<file path="src/rtl/note_pkg.sv">
// Shared types and constants for the note judge: FSM states, note width and
// multiplier stepping, plus the streak-to-multiplier mapping.
package note_pkg;

  typedef enum logic [0:0] {
    J_IDLE  = 1'b0,
    J_ARMED = 1'b1
  } judge_state_t;

  localparam int unsigned NOTE_W      = 5;
  localparam logic [2:0]  MULT_MAX    = 3'd4;
  localparam int unsigned STREAK_STEP = 8;

  // One multiplier step per STREAK_STEP consecutive hits, capped at MULT_MAX.
  function automatic logic [2:0] mult_of(input logic [7:0] streak);
    int unsigned steps;
    steps = 32'(streak) / STREAK_STEP;
    if (steps + 1 >= 32'(MULT_MAX)) return MULT_MAX;
    return 3'(steps + 1);
  endfunction

endpackage

</file>
<file path="src/rtl/input_sync.sv">
// Two-flop synchronizer for a bundle of asynchronous buttons. The MSB is also
// rising-edge detected; the remaining bits are delivered as aligned levels.
module input_sync #(
  parameter int unsigned W = 2
) (
  input  logic         clk,
  input  logic         resetn,
  input  logic [W-1:0] i_d,
  output logic [W-2:0] o_level,
  output logic         o_edge
);

  logic [W-1:0] r_s1;
  logic [W-1:0] r_s2;
  logic [W-1:0] r_s3;
  logic         r_edge;

  // NOTE: sequential state uses non-blocking assignments so every flop samples
  // the pre-edge value of its neighbour, which is what makes a shift chain work.
  always_ff @(posedge clk or negedge resetn) begin
    if (!resetn) begin
      r_s1   <= '0;
      r_s2   <= '0;
      r_s3   <= '0;
      r_edge <= 1'b0;
    end else begin
      r_s1   <= i_d;
      r_s2   <= r_s1;
      r_s3   <= r_s2;
      r_edge <= r_s2[W-1] & ~r_s3[W-1];
    end
  end

  // Levels come from r_s3 so they line up with the cycle r_edge is high.
  assign o_level = r_s3[W-2:0];
  assign o_edge  = r_edge;

endmodule

</file>
<file path="src/rtl/note_judge.sv">
// Judges strums against the expected-note stream and keeps score/streak.
// Optional build macro NOTE_JUDGE_OVERSTRUM_EN: strums with no note pending count as misses.
module note_judge
  import note_pkg::*;
#(
  parameter logic [23:0] WINDOW_CYC = 24'd5_000_000,
  parameter int unsigned NOTE_LAG   = 2,
  parameter logic [15:0] HIT_PTS    = 16'd10
) (
  input  logic              clk,
  input  logic              resetn,
  input  logic              eight_beat,
  input  logic              load,
  input  logic [NOTE_W-1:0] exp_notes,
  input  logic [NOTE_W-1:0] frets,
  input  logic              strum,
  output logic              hit,
  output logic              miss,
  output logic [15:0]       score,
  output logic [7:0]        streak,
  output logic [2:0]        multiplier
);

  logic [NOTE_W-1:0] w_frets;
  logic              w_strum_ev;

  input_sync #(.W(NOTE_W + 1)) u_sync (
    .clk     (clk),
    .resetn  (resetn),
    .i_d     ({strum, frets}),
    .o_level (w_frets),
    .o_edge  (w_strum_ev)
  );

  judge_state_t      r_state, w_state_nxt;
  logic [NOTE_W-1:0] r_pending, w_pending_nxt;
  logic [23:0]       r_cnt, w_cnt_nxt;
  logic [NOTE_LAG-1:0] r_lag;
  logic              w_arrive;
  logic              w_hit_nxt, w_miss_nxt;
  logic              r_hit, r_miss, r_load_d;
  logic [15:0]       r_score;
  logic [7:0]        r_streak;
  logic [18:0]       w_gain;
  logic [19:0]       w_sum;

  // Sample point trails each step strobe by NOTE_LAG clocks.
  assign w_arrive = load && r_lag[NOTE_LAG-1] && (exp_notes != '0);

  // NOTE: every always_comb output gets a default first so no path leaves it
  // unassigned, which would otherwise infer a latch.
  always_comb begin
    w_state_nxt   = r_state;
    w_pending_nxt = r_pending;
    w_cnt_nxt     = r_cnt;
    w_hit_nxt     = 1'b0;
    w_miss_nxt    = 1'b0;
    if (!load) begin
      w_state_nxt   = J_IDLE;
      w_pending_nxt = '0;
      w_cnt_nxt     = '0;
    end else begin
      case (r_state)
        J_IDLE: begin
`ifdef NOTE_JUDGE_OVERSTRUM_EN
          if (w_strum_ev) w_miss_nxt = 1'b1;
`endif
        end
        J_ARMED: begin
          if (w_strum_ev) begin
            w_hit_nxt     = (w_frets == r_pending);
            w_miss_nxt    = (w_frets != r_pending);
            w_state_nxt   = J_IDLE;
            w_pending_nxt = '0;
            w_cnt_nxt     = '0;
          end else if (w_arrive || r_cnt == '0) begin
            // A superseded or expired note is a miss.
            w_miss_nxt    = 1'b1;
            w_state_nxt   = J_IDLE;
            w_pending_nxt = '0;
          end else begin
            w_cnt_nxt = r_cnt - 24'd1;
          end
        end
        default: w_state_nxt = J_IDLE;
      endcase
      // A new note arms after any judgement of the old one in the same cycle.
      if (w_arrive) begin
        w_state_nxt   = J_ARMED;
        w_pending_nxt = exp_notes;
        w_cnt_nxt     = WINDOW_CYC;
      end
    end
  end

  always_ff @(posedge clk or negedge resetn) begin
    if (!resetn) begin
      r_state   <= J_IDLE;
      r_pending <= '0;
      r_cnt     <= '0;
      r_lag     <= '0;
    end else begin
      r_state   <= w_state_nxt;
      r_pending <= w_pending_nxt;
      r_cnt     <= w_cnt_nxt;
      if (!load) r_lag <= '0;
      else       r_lag <= NOTE_LAG'({r_lag, eight_beat});
    end
  end

  assign w_gain = 19'(HIT_PTS) * 19'(multiplier);
  assign w_sum  = 20'(r_score) + 20'(w_gain);

  always_ff @(posedge clk or negedge resetn) begin
    if (!resetn) begin
      r_hit    <= 1'b0;
      r_miss   <= 1'b0;
      r_load_d <= 1'b0;
      r_score  <= '0;
      r_streak <= '0;
    end else begin
      r_hit    <= w_hit_nxt;
      r_miss   <= w_miss_nxt;
      r_load_d <= load;
      if (load && !r_load_d) begin
        r_score  <= '0;
        r_streak <= '0;
      end else if (w_hit_nxt) begin
        r_score  <= (w_sum > 20'h0FFFF) ? 16'hFFFF : w_sum[15:0];
        r_streak <= (r_streak == 8'hFF) ? r_streak : r_streak + 8'd1;
      end else if (w_miss_nxt) begin
        r_streak <= '0;
      end
    end
  end

  assign hit        = r_hit;
  assign miss       = r_miss;
  assign score      = r_score;
  assign streak     = r_streak;
  assign multiplier = mult_of(r_streak);

endmodule
</file>
<file path="config.mk">
export PLATFORM = sky130hd
export DESIGN_NAME = note_judge
export DESIGN_NICKNAME = d
export VERILOG_FILES = /design/src/rtl/note_pkg.sv /design/src/rtl/input_sync.sv /design/src/rtl/note_judge.sv
export SDC_FILE = /design/constraint.sdc
export NUM_CORES = 1
export LEC_CHECK = 0
export BUFFER_PORTS_ARGS = -buffer_cell sky130_fd_sc_hd__buf_2
export CAP_MARGIN = 40
export CORE_AREA = 3 3 90 92
export CTS_CLUSTER_SIZE = 30
export DETAILED_ROUTE_END_ITERATION = 10
export DIE_AREA = 0 0 93 95
export GPL_TIMING_DRIVEN = 1
export PLACE_DENSITY = 0.75
export REMOVE_ABC_BUFFERS = 1
export SKIP_LAST_GASP = 1
export SYNTH_ARGS = -nofsm -noshare
export SYNTH_HDL_FRONTEND = slang
export SYNTH_SLANG_ARGS = --single-unit
</file>
<file path="constraint.sdc">
create_clock -name clk -period 3.4 [get_ports clk]
set_input_delay 0.85 -clock clk [delete_from_list [all_inputs] [get_ports clk]]
set_output_delay 0.85 -clock clk [all_outputs]
set_load 0.01 [all_outputs]
</file>
==> impl_metrics.env <==
export IMPL_status="finished, final reports clean"
export IMPL_dpl_hpwl_um=5790
export IMPL_hp_start="u_sync.r_s1[5]"
export IMPL_cts_setup_buffers=0
export IMPL_antenna_found_initial=0
export IMPL_fmax_mhz=317
export IMPL_worstMarginPinSlew_ps=667
export IMPL_core_sq_um=7290
export IMPL_wl_per_cell_um=15.2
export IMPL_end_kind="flop"
export IMPL_comb_power_share=0.290
export IMPL_critPathBufInv=0
export IMPL_clkTransAtPathRegs_ps=80
export IMPL_wl_um=8160
export IMPL_cts_tree="built"
export IMPL_fp_dieW_um=93
export IMPL_placed_cells=522
export IMPL_ys_ff_latch=78
export IMPL_p_switching_uw=874
export IMPL_crit_cells=15
export IMPL_final_cell_mix="78 x dfrtp_1, 44 x nor2_1, 42 x buf_2"
export IMPL_crit_top_cell="ha_1"
export IMPL_yosys_warnings=0
export IMPL_rr_startpoint="streak[3]"
export IMPL_async_reset_ff_frac=1.00
export IMPL_crit_chain="ha_1 > nand2_1 > a21oi_1 > o21ai_1 > nor2_1 > ha_1 > ha_1 > ha_1 > ha_1 > o211ai_1 > o211a_1 > nor2_1 > a31oi_1 > o21ai_0 > o21ai_0"
export IMPL_place_area_sq_um=4290
export IMPL_grt_max_degree=42
export IMPL_max_slew_margin=0.554
export IMPL_drive_above_1_share=0.203
export IMPL_stdcell_count=538
export IMPL_slowest_delay_ps=390
export IMPL_die_y_um=95
export IMPL_clockBufferDepth=2
export IMPL_rrSetupSlack_ps=250
export IMPL_rsz0062_at_grt="no"
export IMPL_final_common_cell="dfrtp_1"
export IMPL_peakVddDrop_uv=387
export IMPL_hold_class="flop to flop"
export IMPL_finalMaxSlewViolations=0
export IMPL_power_density_nw_per_um2=574
export IMPL_numCtsBuffers=9
export IMPL_clock_latency_ps=340
export IMPL_post_route_cell_area_sq_um=4490
export IMPL_multi_input_area_sq_um=1850
export IMPL_num_nets_final=464
export IMPL_cp_start_kind="flop"
export IMPL_io_buffer_count=43
export IMPL_antenna_left=0
export IMPL_h_tree_depth=3
export IMPL_rr_worst_depth=15
export IMPL_rows=31
export IMPL_start_util=0.533
export IMPL_synth_edf_count=0
export IMPL_fin_crit_ps=3150
export IMPL_fp_dieArea_sq_um=8840
export IMPL_first_iter_violations=169
export IMPL_grt_util_all_layers=0.194
export IMPL_drc_errors=0
export IMPL_fin_skew_ps=11.5
export IMPL_syn_avg_cell_area_sq_um=10.3
export IMPL_fin_tns_setup_ps=0
export IMPL_path_class="flop to flop"
export IMPL_maxCapViolCount=0
export IMPL_startpoint="streak[3]"
export IMPL_grt_remaining_overflow=0
export IMPL_path_max_fanout=6
export IMPL_p_leak_uw=0.00215
export IMPL_ys_flop_type="dfrtp_1"
export IMPL_setup_viol=0
export IMPL_seqCellArea_sq_um=1950
export IMPL_power_frac_clock=0.266
export IMPL_areaGrowthSynthToFinish_pct=15.5
export IMPL_gp_congestion=0.851
export IMPL_synth_cell_types=62
export IMPL_period_share=0.927
export IMPL_firstDrtPassIters=4
export IMPL_r2r_end="score[12]"
export IMPL_vias_per_cell=5.81
export IMPL_io_pins=44
export IMPL_whs_endpoint="u_sync.r_s2[5]"
export IMPL_clkSinkCount=78
export IMPL_cp_required_ps=3610
export IMPL_syn_area_sq_um=3890
export IMPL_diodes=0
export IMPL_grt_pass1_wl_um=13700
export IMPL_p_seq_frac=0.444
export IMPL_critical_path_arrival_ps=3370
export IMPL_hold_violations=0
export IMPL_cts_root_buf="clkbuf_8"
export IMPL_path_delay_family="adder cells"
export IMPL_syn_inst=378
export IMPL_slowest_stage="dfrtp_1"
export IMPL_whs_path_depth=0
export IMPL_sw_frac_of_total=0.339
export IMPL_fillCellCount=620
export IMPL_ys_seq_area_frac=0.502
export IMPL_grt_pass1_vias=2914
export IMPL_vias=3125
export IMPL_p_int_uw=1700
-- synthesized netlist by cell type (2+ instances only) --
cell type / number / area, sq um
a211o_1: 5 / 43.8
a211oi_1: 4 / 30.0
a21o_1: 5 / 37.5
a21oi_1: 18 / 90.1
a22o_1: 9 / 78.8
a31oi_1: 3 / 18.8
a41oi_1: 2 / 17.5
and2_1: 3 / 18.8
and3_1: 5 / 31.3
and4_1: 2 / 17.5
clkbuf_1: 8 / 30.0
dfrtp_1: 78 / 1950
ha_1: 14 / 175
inv_1: 11 / 41.3
nand2_1: 19 / 71.3
nand2b_1: 3 / 18.8
nand3_1: 7 / 35.0
nand4_1: 3 / 18.8
nor2_1: 45 / 169
nor2b_1: 3 / 18.8
nor3_1: 16 / 80.1
nor3b_1: 3 / 22.5
nor4_1: 9 / 56.3
o211ai_1: 2 / 15.0
o21ai_0: 28 / 140
o2bb2ai_1: 5 / 43.8
o311ai_0: 2 / 17.5
o31ai_1: 2 / 15.0
or2_2: 2 / 12.5
or3_1: 8 / 50.1
or4_1: 4 / 30.0
xnor2_1: 15 / 131
xor2_1: 6 / 52.6
-- per-layer routing --
metal,GRT usage,vias to the layer above,part of all wire
met1,0.257,1534,0.46
met4,0.0464,0,0.0096
met5,0,-,0
met2,0.320,82,0.49
met3,0.0502,10,0.045
li1,-,1499,-
-- how the worst max path moves through the flow --
stage                     end
global route        score[11]
detailed placement   score[7]
floorplan            score[7]
CTS                  score[7]
global placement     score[7]
finish              score[12]
-- area by class of cell --
cell class	count	share of cell area
Multi-Input combinational cell	278	0.412
Clock buffer	10	0.0306
Timing Repair Buffer	56	0.0729
Inverter	11	0.00919
Clock inverter	6	0.0136
Tap cell	99	0.0276
Sequential cell	78	0.434
-- logic make-up after synthesis --
kind of cell / synth area share
AOI/OAI and AO/OA: 0.176
xor gates and xnor gates: 0.0473
adders and majority gates: 0.0502
buffers and inverters: 0.0244
DFF: 0.502
muxes: 0.00289
and+or+nand+nor: 0.198
-- stage by stage --
| step | util | hold WS (ps) | setup WS [ps] | total power (uW) |
|---|---|---|---|---|
| floorplan | - | 331 | -877 | 1710 |
| finish | 0.616 | 352 | 247 | 2580 |
| detailed placement | 0.588 | 335 | 131 | 1900 |
| global placement | 0.585 | 332 | 240 | 1870 |
| global route | 0.616 | 360 | 15.4 | 2730 |
| CTS | 0.615 | 354 | 126 | 2590 |
-- flip-flops by register name, summed over array words and instances (netlist names) --
| name | flops |
|---|---|
| hit | 1 |
| score | 16 |
| r_cnt | 24 |
| streak | 8 |
| u_sync.o_edge | 1 |
| miss | 1 |
| u_sync.r_s1 | 6 |
| r_load_d | 1 |
| u_sync.r_s2 | 6 |
| u_sync.r_s3 | 6 |
| r_state | 1 |
| r_pending | 5 |
| r_lag | 2 |
-- timing repair --
item | CTS | global route
endpoints found under the setup margin | 0 | 14
gates resized for setup | 0 | 3
hold buffers | 0 | 0
-- power groups by stage --
stage                     clock, uW  sequential, uW  combinational [uW]
after detailed placement          0            1160                 743
after floorplan                   0            1130                 577
after CTS                       700            1140                 747
final                           686            1140                 748
after global routing            745            1160                 823
after global placement            0            1150                 716
(Power assumes the default switching activity.)
